[src/rtl/fir_pkg.sv]
// Shared types and helpers for the symmetric FIR MAC.
// Optional feature macro: FIR_SATURATE_EN selects output clamping
// instead of two's-complement wrap in saturateOrTruncate().
package fir_pkg;

    typedef enum logic [1:0] {
        IDLE  = 2'd0,
        MAC   = 2'd1,
        FLUSH = 2'd2,
        LOAD  = 2'd3
    } firState_t;

    // Sum of two samples needs one extra bit
    function automatic int preAddWidth(input int dataW);
        return dataW + 1;
    endfunction

    // Coefficient times pre-added sample
    function automatic int prodWidth(input int dataW, input int coefW);
        return dataW + coefW + 1;
    endfunction

    // Accumulating up to hMax products cannot overflow this width
    function automatic int accWidth(input int dataW, input int coefW, input int hMax);
        return prodWidth(dataW, coefW) + $clog2(hMax);
    endfunction

    // Address width of the coefficient store, at least one bit
    function automatic int addrWidth(input int hMax);
        return (hMax > 1) ? $clog2(hMax) : 1;
    endfunction

    // Resize a shifted accumulator to outW bits; the caller keeps the
    // low outW bits of the returned value.
    function automatic logic [63:0] saturateOrTruncate(input logic signed [63:0] val,
                                                       input int outW);
`ifdef FIR_SATURATE_EN
        logic signed [63:0] maxV;
        logic signed [63:0] minV;
        maxV = (64'sd1 <<< (outW - 1)) - 64'sd1;
        minV = -(64'sd1 <<< (outW - 1));
        if (val > maxV) begin
            return maxV;
        end else if (val < minV) begin
            return minV;
        end else begin
            return val;
        end
`else
        return val & ((64'd1 << outW) - 64'd1);
`endif
    endfunction

endpackage

[src/rtl/fir_coeff_rf.sv]
// Coefficient register file: SRAM-style write port, registered readback
// port (0 for out-of-range addresses) and an asynchronous MAC read port.
module fir_coeff_rf
    import fir_pkg::*;
#(
    parameter int COEF_W = 16,
    parameter int H_MAX  = 16,
    parameter int ADDR_W = 4
) (
    input  logic                     iClk_12M,
    input  logic                     iRst,
    input  logic                     iWrEn,
    input  logic                     iRdEn,
    input  logic [ADDR_W-1:0]        iAddr,
    input  logic signed [COEF_W-1:0] iWrDt,
    output logic signed [COEF_W-1:0] oRdDt,
    input  logic [ADDR_W-1:0]        iMacAddr,
    output logic signed [COEF_W-1:0] oMacCoef
);

    logic signed [COEF_W-1:0] coefMem [H_MAX];
    logic                     inRange;

    assign inRange  = (32'(iAddr) < H_MAX);
    assign oMacCoef = coefMem[iMacAddr];

    // Store a coefficient on an in-range write
    always_ff @(posedge iClk_12M or posedge iRst) begin
        // NOTE: the store is a small flop array, so it is cleared on reset;
        // the filter must restart with all-zero taps, not leftover values.
        if (iRst) begin
            for (int i = 0; i < H_MAX; i++) begin
                // NOTE: state is updated with <= so every flop samples the
                // values from before the edge, independent of block order.
                coefMem[i] <= '0;
            end
        end else if (iWrEn && inRange) begin
            coefMem[iAddr] <= iWrDt;
        end
    end

    // Registered readback; holds when no read is requested
    always_ff @(posedge iClk_12M or posedge iRst) begin
        if (iRst) begin
            oRdDt <= '0;
        end else if (iRdEn) begin
            oRdDt <= inRange ? coefMem[iAddr] : '0;
        end
    end

endmodule

[src/rtl/sym_fir_mac.sv]
// Time-multiplexed symmetric FIR: one folded tap pair per clock through a
// single multiplier, registered product, then accumulation.
// Optional feature macro: FIR_SATURATE_EN (clamp output instead of wrap).
module sym_fir_mac
    import fir_pkg::*;
#(
    parameter int DATA_W   = 3,
    parameter int COEF_W   = 16,
    parameter int OUT_W    = 16,
    parameter int MAX_TAPS = 32,
    parameter int SHIFT    = 0
) (
    input  logic                                iClk_12M,
    input  logic                                iRst,
    input  logic                                iEnSample,
    input  logic                                iCoeffUpdateFlag,
    input  logic                                iCsnRam,
    input  logic                                iWrnRam,
    input  logic [addrWidth(MAX_TAPS/2)-1:0]    iAddrRam,
    input  logic signed [COEF_W-1:0]            iWrDtRam,
    input  logic [$clog2(MAX_TAPS):0]           iNumOfCoeff,
    input  logic signed [DATA_W-1:0]            iFirIn,
    output logic signed [OUT_W-1:0]             oFirOut,
    output logic                                oValid,
    output logic signed [COEF_W-1:0]            oRdDtRam,
    output logic                                oOverrun
);

    localparam int H_MAX  = MAX_TAPS / 2;
    localparam int ADDR_W = addrWidth(H_MAX);
    localparam int NUM_W  = $clog2(MAX_TAPS) + 1;
    localparam int IDX_W  = $clog2(MAX_TAPS);
    localparam int PRE_W  = preAddWidth(DATA_W);
    localparam int PROD_W = prodWidth(DATA_W, COEF_W);
    localparam int ACC_W  = accWidth(DATA_W, COEF_W, H_MAX);

    firState_t                state;
    logic signed [DATA_W-1:0] xDly [MAX_TAPS];
    logic [ADDR_W-1:0]        kIdx;
    logic [ADDR_W-1:0]        lastFold;
    logic [NUM_W-1:0]         nl;
    logic signed [ACC_W-1:0]  acc;
    logic signed [PROD_W-1:0] prod;

    logic [NUM_W-1:0]         nlClamp;
    logic [NUM_W-1:0]         numFolds;
    logic [NUM_W-1:0]         mirrorIdx;
    logic signed [DATA_W-1:0] xNear;
    logic signed [DATA_W-1:0] xFar;
    logic signed [PRE_W-1:0]  preAdd;
    logic signed [COEF_W-1:0] macCoef;
    logic signed [PROD_W-1:0] prodNext;
    logic signed [ACC_W-1:0]  accSum;
    logic signed [ACC_W-1:0]  accShifted;
    logic signed [OUT_W-1:0]  outNext;
    logic                     shiftEn;
    logic                     rfWrEn;
    logic                     rfRdEn;

    // Samples are only accepted while no MAC is in flight
    assign shiftEn = iEnSample && (state == IDLE || state == LOAD);
    assign rfWrEn  = (state == LOAD) && !iCsnRam && !iWrnRam;
    assign rfRdEn  = (state == LOAD) && !iCsnRam && iWrnRam;

    fir_coeff_rf #(
        .COEF_W (COEF_W),
        .H_MAX  (H_MAX),
        .ADDR_W (ADDR_W)
    ) uCoeffRf (
        .iClk_12M (iClk_12M),
        .iRst     (iRst),
        .iWrEn    (rfWrEn),
        .iRdEn    (rfRdEn),
        .iAddr    (iAddrRam),
        .iWrDt    (iWrDtRam),
        .oRdDt    (oRdDtRam),
        .iMacAddr (kIdx),
        .oMacCoef (macCoef)
    );

    // Fold selection, pre-add, multiply and output resize
    always_comb begin
        // NOTE: every signal gets a value before any branch, so no path
        // leaves one unassigned and no latch is inferred.
        preAdd     = '0;
        nlClamp    = (iNumOfCoeff > NUM_W'(MAX_TAPS)) ? NUM_W'(MAX_TAPS) : iNumOfCoeff;
        numFolds   = (nlClamp + NUM_W'(1)) >> 1;
        mirrorIdx  = nl - NUM_W'(1) - NUM_W'(kIdx);
        xNear      = xDly[IDX_W'(kIdx)];
        xFar       = xDly[IDX_W'(mirrorIdx)];
        // The centre tap of an odd-length filter pairs with itself and
        // must be counted once
        if (mirrorIdx == NUM_W'(kIdx)) begin
            preAdd = PRE_W'(xNear);
        end else begin
            preAdd = PRE_W'(xNear) + PRE_W'(xFar);
        end
        prodNext   = PROD_W'(macCoef) * PROD_W'(preAdd);
        accSum     = acc + ACC_W'(prod);
        accShifted = accSum >>> SHIFT;
        outNext    = OUT_W'(saturateOrTruncate(64'(accShifted), OUT_W));
    end

    // Delay line shifts on every accepted sample
    always_ff @(posedge iClk_12M or posedge iRst) begin
        if (iRst) begin
            for (int i = 0; i < MAX_TAPS; i++) begin
                xDly[i] <= '0;
            end
        end else if (shiftEn) begin
            xDly[0] <= iFirIn;
            for (int i = 1; i < MAX_TAPS; i++) begin
                xDly[i] <= xDly[i-1];
            end
        end
    end

    // Sequencer: MAC folds, flush of the last product, coefficient load
    always_ff @(posedge iClk_12M or posedge iRst) begin
        if (iRst) begin
            state    <= IDLE;
            kIdx     <= '0;
            lastFold <= '0;
            nl       <= '0;
            acc      <= '0;
            prod     <= '0;
            oFirOut  <= '0;
            oValid   <= 1'b0;
            oOverrun <= 1'b0;
        end else begin
            oValid <= 1'b0;
            if (iEnSample && (state == MAC || state == FLUSH)) begin
                oOverrun <= 1'b1;
            end
            case (state)
                IDLE: begin
                    if (iEnSample) begin
                        nl       <= nlClamp;
                        lastFold <= ADDR_W'(numFolds - NUM_W'(1));
                        kIdx     <= '0;
                        acc      <= '0;
                        prod     <= '0;
                        state    <= (nlClamp == '0) ? FLUSH : MAC;
                    end else if (iCoeffUpdateFlag) begin
                        state <= LOAD;
                    end
                end
                MAC: begin
                    prod <= prodNext;
                    acc  <= accSum;
                    kIdx <= kIdx + ADDR_W'(1);
                    if (kIdx == lastFold) begin
                        state <= FLUSH;
                    end
                end
                FLUSH: begin
                    acc     <= accSum;
                    oFirOut <= outNext;
                    oValid  <= 1'b1;
                    state   <= iCoeffUpdateFlag ? LOAD : IDLE;
                end
                LOAD: begin
                    if (!iCoeffUpdateFlag) begin
                        state <= IDLE;
                    end
                end
                default: state <= IDLE;
            endcase
        end
    end

endmodule

[config.mk]
export PLATFORM = sky130hd
export DESIGN_NAME = sym_fir_mac
export DESIGN_NICKNAME = d
export VERILOG_FILES = /design/src/rtl/fir_pkg.sv /design/src/rtl/fir_coeff_rf.sv /design/src/rtl/sym_fir_mac.sv
export SDC_FILE = /design/constraint.sdc
export NUM_CORES = 1
export LEC_CHECK = 0
export ABC_AREA = 1
export BUFFER_PORTS_ARGS = -buffer_cell sky130_fd_sc_hd__buf_4
export CAP_MARGIN = 20
export CELL_PAD_IN_SITES_DETAIL_PLACEMENT = 1
export CELL_PAD_IN_SITES_GLOBAL_PLACEMENT = 1
export CORE_MARGIN = 3
export CORE_UTILIZATION = 25
export DETAILED_ROUTE_END_ITERATION = 10
export PLACE_DENSITY = 0.6
export SYNTH_ARGS = -nofsm -noshare
export SYNTH_HDL_FRONTEND = slang
export SYNTH_HIERARCHICAL = 1
export SYNTH_SLANG_ARGS = --single-unit
[constraint.sdc]
create_clock -name iClk_12M -period 25.6 [get_ports iClk_12M]
set_input_delay 5.12 -clock iClk_12M [delete_from_list [all_inputs] [get_ports iClk_12M]]
set_output_delay 5.12 -clock iClk_12M [all_outputs]
set_load 0.02 [all_outputs]
# Word level (Yosys, flattened, before mapping)
# Index checks and enable logic that the tools add are counted.
# op_classes
n_addsub	7
mul	1
magnitude_cmp	6
n_eq_ne	9
muxes	31
bitwise	4
n_reduce_logical	19
# op_table
cell	count
$bwmux 256	1
$bmux 16 s4	2
$mux 16	5
$demux 16 s4	1
$pmux 24 s2	1
$pmux 20 s2	1
$bmux 3 s5	2
$add 24x20->24	1
$mux 24	1
$mul 16x4->20	1
$mux 20	1
$ge 6x6->1 const B	2
$mux 2	6
$mux 3	4
$ge 5x5->1 const B	2
$not 4->5	2
$mux 4	2
$pmux 2 s4	1
$pmux 4 s2	1
$eq 6x4->1	1
$gt 6x6->1 const B	1
$logic_and 1x1->1	6
$logic_not 6->1	1
$mux 6	1
other kinds (23)	30
# word_totals
ff_bits	446
input_bits	35
out_inout_bits	34

# Depth between registers and ports, before layout
# logic_depth
depth_word	10
ltp_mapped	34
mapped_depth_nobuf	31

# Cells and area by module
# Netlist, hierarchy kept.
# by_module_without_submodules
mod	instances	cells_each	area_per_inst_um2	seq_area_each_um2
fir_coeff_rf	1	2175	14994.4	6806.5
sym_fir_mac	1	1311	10331.2	4053.9

# Least setup slack after synthesis
# Ideal clock, no wire load.
# synth_timing
path_kind	flip-flop to flip-flop
startpoint	register kIdx[0]
endpoint	register prod[13]
setup_ns	0.122
arrival_time_ns	6.751
path_slack_ns	18.727
stages_incl_launch_ff	32
path_buffers	3
synth_period_minus_slack_ns	6.873
path_cell_list	dfrtp_1 > inv_2 > buf_2 > ha_1 > fa_1 > buf_4 > inv_2 > clkbuf_1 > a21oi_1 > o21ai_0 > nand3_1 > nand3_1 > a32o_1 > ha_1 > fa_1 > xnor2_1 > nand2_2 > nand3_1 > fa_1 > fa_1 > fa_1 > inv_1 > ha_1 > inv_1 > fa_1 > o21ai_0 > a21oi_1 > or2_2 > nand2_1 > a21oi_1 > or2_2 > a32o_1
# synth_between
elab_chain_len	9
word_cells_on_any_way	18
# synth_rtl
item	line_no	rtl
start, declared	sym_fir_mac.sv:39	logic [ADDR_W-1:0] kIdx;
start signal, assigned	sym_fir_mac.sv:151	kIdx <= kIdx + ADDR_W'(1);
$sub 6x4->6	sym_fir_mac.sv:88	mirrorIdx = nl - NUM_W'(1) - NUM_W'(kIdx);
$not 5->6 (implied by the code)	sym_fir_mac.sv:90	xFar = xDly[IDX_W'(mirrorIdx)];
$bmux 3 s5	sym_fir_mac.sv:90	
$mux 3 (implied by the code) (2 in a row)	sym_fir_mac.sv:90	
$add 3x3->4	sym_fir_mac.sv:96	preAdd = PRE_W'(xNear) + PRE_W'(xFar);
$mux 4	sym_fir_mac.sv:93	if (mirrorIdx == NUM_W'(kIdx)) begin
$mul 16x4->20 (*)	sym_fir_mac.sv:98	prodNext = PROD_W'(macCoef) * PROD_W'(preAdd);
$pmux 20 s2 (*)	sym_fir_mac.sv:135	case (state)
end signal, assigned	sym_fir_mac.sv:149	prod <= prodNext;
end, declared	sym_fir_mac.sv:43	logic signed [PROD_W-1:0] prod;
# Mark *: on every way between the ends. The rest lies on a longest branch, timed or not. The select of a mux whose other input is x is not followed.
# A chain may end at the register's enable or synchronous reset.

# Worst setup path after layout
# Same ends and word-level chain as after synthesis.

==> metrics.md <==
| Metric | Value |
|---|---|
| Cts hold-fix bufs | `0` |
| Critical Path RT | `26.12 ns` |
| Asr flop ratio synth | `1.00` |
| Sequential share of the synthesized area | `0.429` |
| First-pass GRT wire length | `146,000 um` |
| Worst Reg-to-Reg Cells | `31` |
| Cell variety after synth | `46` |
| CTS Buf Count | `54` |
| Placed instance count | `4,734` |
| Drt drc | `0` |
| R2R Path End | `prod[13]$_DFFE_PP0P_` |
| Slew HR | `0.245` |
| # resized after CTS | `0` |
| WHS Path Cells | `1` |
| Ys Warns | `6` |
| Post-Syn Nets | `3,607` |
| Avg Inst Size Synth | `7.26 um2` |
| Layout area overhead | `14.1%` |
| Via Count | `23,221` |
| Gate Count Post-Synth | `3,486` |
| RSZ-0062 raised after global routing | `no` |
| Drt first pass iters | `5` |
| Top FF cell, synth | `dfrtp_1` |
| Most common cell after layout, fill and taps aside | `nand2_1` |
| Final Instance Count excl. Fillers | `4,835` |
| Slew @ Worst Pin | `1.13 ns` |
| I/O pin count | `69` |
| Buf/Inv on CP | `6` |
| Via density per instance | `4.80` |
| Fin crit period | `8.70 ns` |
| Max clock buf depth | `3` |
| Die Y | `324 um` |
| Final Cycle Share | `0.340` |
| Placer Congestion | `0.783` |
| Initial antenna violation count | `1` |
| DRT iter0 DRCs | `1,441` |
| Top post-synthesis cells by area | `dfrtp_1 (43%), nand2_1 (16%), o21ai_0 (9.0%), nand3_1 (5.6%), a21oi_1 (4.4%)` |
| Ant diodes | `0` |
| Hold slack | `0.467 ns` |
| Skew final | `0.0378 ns` |
| Initial core utilization | `0.253` |
| Max-cap violations | `0` |
| Crit-path most repeated cell | `fa_1` |
| Final ANT Viol Nets | `0` |
| Startpoint of the worst hold path | `oOverrun$_DFFE_PP0P_` |
| Worst hold path endpoint | `oOverrun$_DFFE_PP0P_` |
| Max incr delay on CP | `1.00 ns` |
| CP Max Fanout | `88` |
| Cell Area, Synth | `25,300 um2` |
| EDFF count, synth | `0` |
| Crit-path leading delay family | `adder cells` |
| Fmax | `0.115 GHz` |
| Leading area contributor after synthesis | `dfrtp_1` |
| Die width | `324 um` |
| Row cnt | `116` |
| Setup bufs post-CTS | `0` |
| Critical R2R Launch | `kIdx[0]$_DFFE_PP0P_` |
| GRT Max-Usage Layer | `met2` |
| Met2 usage | `0.291` |
| Worst-Skew Late Latency | `0.67 ns` |
| Most frequent cells in the layout | `nand2_1 (1,099), o21ai_0 (456), dfrtp_1 (431)` |
| Area share of the largest cell type after synthesis | `0.429` |
| Clock transition at path regs | `0.06 ns` |
| IO Port Bufs | `68` |
| Final Max Slew Viols | `0` |
| Pin count of the biggest net entering global routing | `110` |
| Drt wl/cell | `19.4 um` |
| Final Net Count | `3,555` |
| Die Footprint | `105,000 um2` |
| GRT overflow | `0` |
| Setup TNS | `0 ns` |
| Final hold viol count | `0` |
| CTS H-Tree Depth | `2` |
| DRT Wirelength | `93,800 um` |
| Run status | `finished clean` |
| Crit. End Element | `flop` |
| Reg2reg setup slack | `16.90 ns` |
| GRT Total Usage | `0.179` |
| Startpoint Class | `flop` |
| Vias in the first global route | `23,823` |
| Core Footprint | `100,000 um2` |
| Flops & latches, synth | `434` |
| Layout cells sized above 1 | `0.0768` |
| DP HPWL | `60,700 um` |
| Met1 Use GR | `0.251` |
| Hold crit path type | `reg -> reg` |
| Crit-path slowest cell | `dfrtp_4` |
| Sink Count | `434` |
| Root Buffer | `clkbuf_16` |
| Setup-failing EPs final | `0` |
| CTS tree | `built` |
| Critical path class | `reg -> reg` |
| Met3 GRT Util | `0.0230` |
| Crit path DAT | `9.22 ns` |
-- Yosys cell counts, drive strengths merged (4+ instances only) --
library cell and instances:
xor2 21, fa 29, a21oi 225, or2 6
ha 57, xnor2 4, a31oi 4, nand4 23
dfrtp 434, nand2 1109, clkbuf 133, buf 90
o211ai 45, inv 305, a32o 11, nor2 192
nor3 8, nand3 291, o21ai 467, mux2 9
clkinv 5
-- kinds of logic after synthesis --
kind of cell | synth area share
compound gates | 0.160
fa+ha+maj | 0.0511
flops | 0.429
simple gates | 0.264
xor+xnor | 0.00865
mux | 0.00400
buf+inv | 0.0830
-- per-stage QoR --
stage / setup slack (ns) / utilization / cell area (um2)
after floorplan: 12.98 / - / 25300
after global placement: 16.43 / 0.269 / 27000
after detailed placement: 16.25 / 0.269 / 27000
after CTS: 16.20 / 0.288 / 28900
after global routing: 16.33 / 0.288 / 28900
final: 16.90 / 0.288 / 28900
-- flip-flops by register name (all words and copies together), names as in the netlist, 2 cells and up --
signal            count
uCoeffRf/coefMem    256
xDly                 96
acc                  16
oFirOut              16
prod                 16
uCoeffRf/oRdDt       16
nl                    6
kIdx                  4
lastFold              4
state                 2
-- how the worst max path moves through the flow --
| stage | from | to | slack (ns) | cells after the start |
|---|---|---|---|---|
| floorplan | iRst | uCoeffRf/coefMem[0]$_DFFE_PP0P_ | 12.98 | 1 |
| global placement | kIdx[0]$_DFFE_PP0P_ | prod[13]$_DFFE_PP0P_ | 16.43 | 30 |
| detailed placement | kIdx[0]$_DFFE_PP0P_ | prod[13]$_DFFE_PP0P_ | 16.25 | 30 |
| CTS | kIdx[0]$_DFFE_PP0P_ | prod[13]$_DFFE_PP0P_ | 16.20 | 30 |
| global route | kIdx[0]$_DFFE_PP0P_ | prod[13]$_DFFE_PP0P_ | 16.33 | 29 |
| finish | kIdx[0]$_DFFE_PP0P_ | prod[13]$_DFFE_PP0P_ | 16.90 | 31 |
-- worst reg2reg max path: cells and delay by family (launching register included) --
| family | cells | cell delay, ns |
|---|---|---|
| compound gates | 7 | 1.52 |
| xor+xnor | 1 | 0.18 |
| fa+ha+maj | 9 | 3.42 |
| buf+inv | 6 | 1.04 |
| flops | 1 | 1.00 |
| simple gates | 8 | 1.44 |
-- routing by layer --
layer	routed length [um]	vias up
met3	3400	115
li1	-	11208
met1	45200	11547
met4	2450	2
met5	13	-
met2	42800	349
-- final cells by class --
type,instances,area [um2]
tap,1357,1700
multi-input combinational,2519,12400
inverter,310,1180
fill,12231,71400
sequential,434,10900
timing repair buffer,115,883
clock inverter,20,287
clock buffer,80,1590
Power is left out: the tool's default activity adds up to more than one toggle a clock period on the data nets, which glitch-free logic cannot reach.
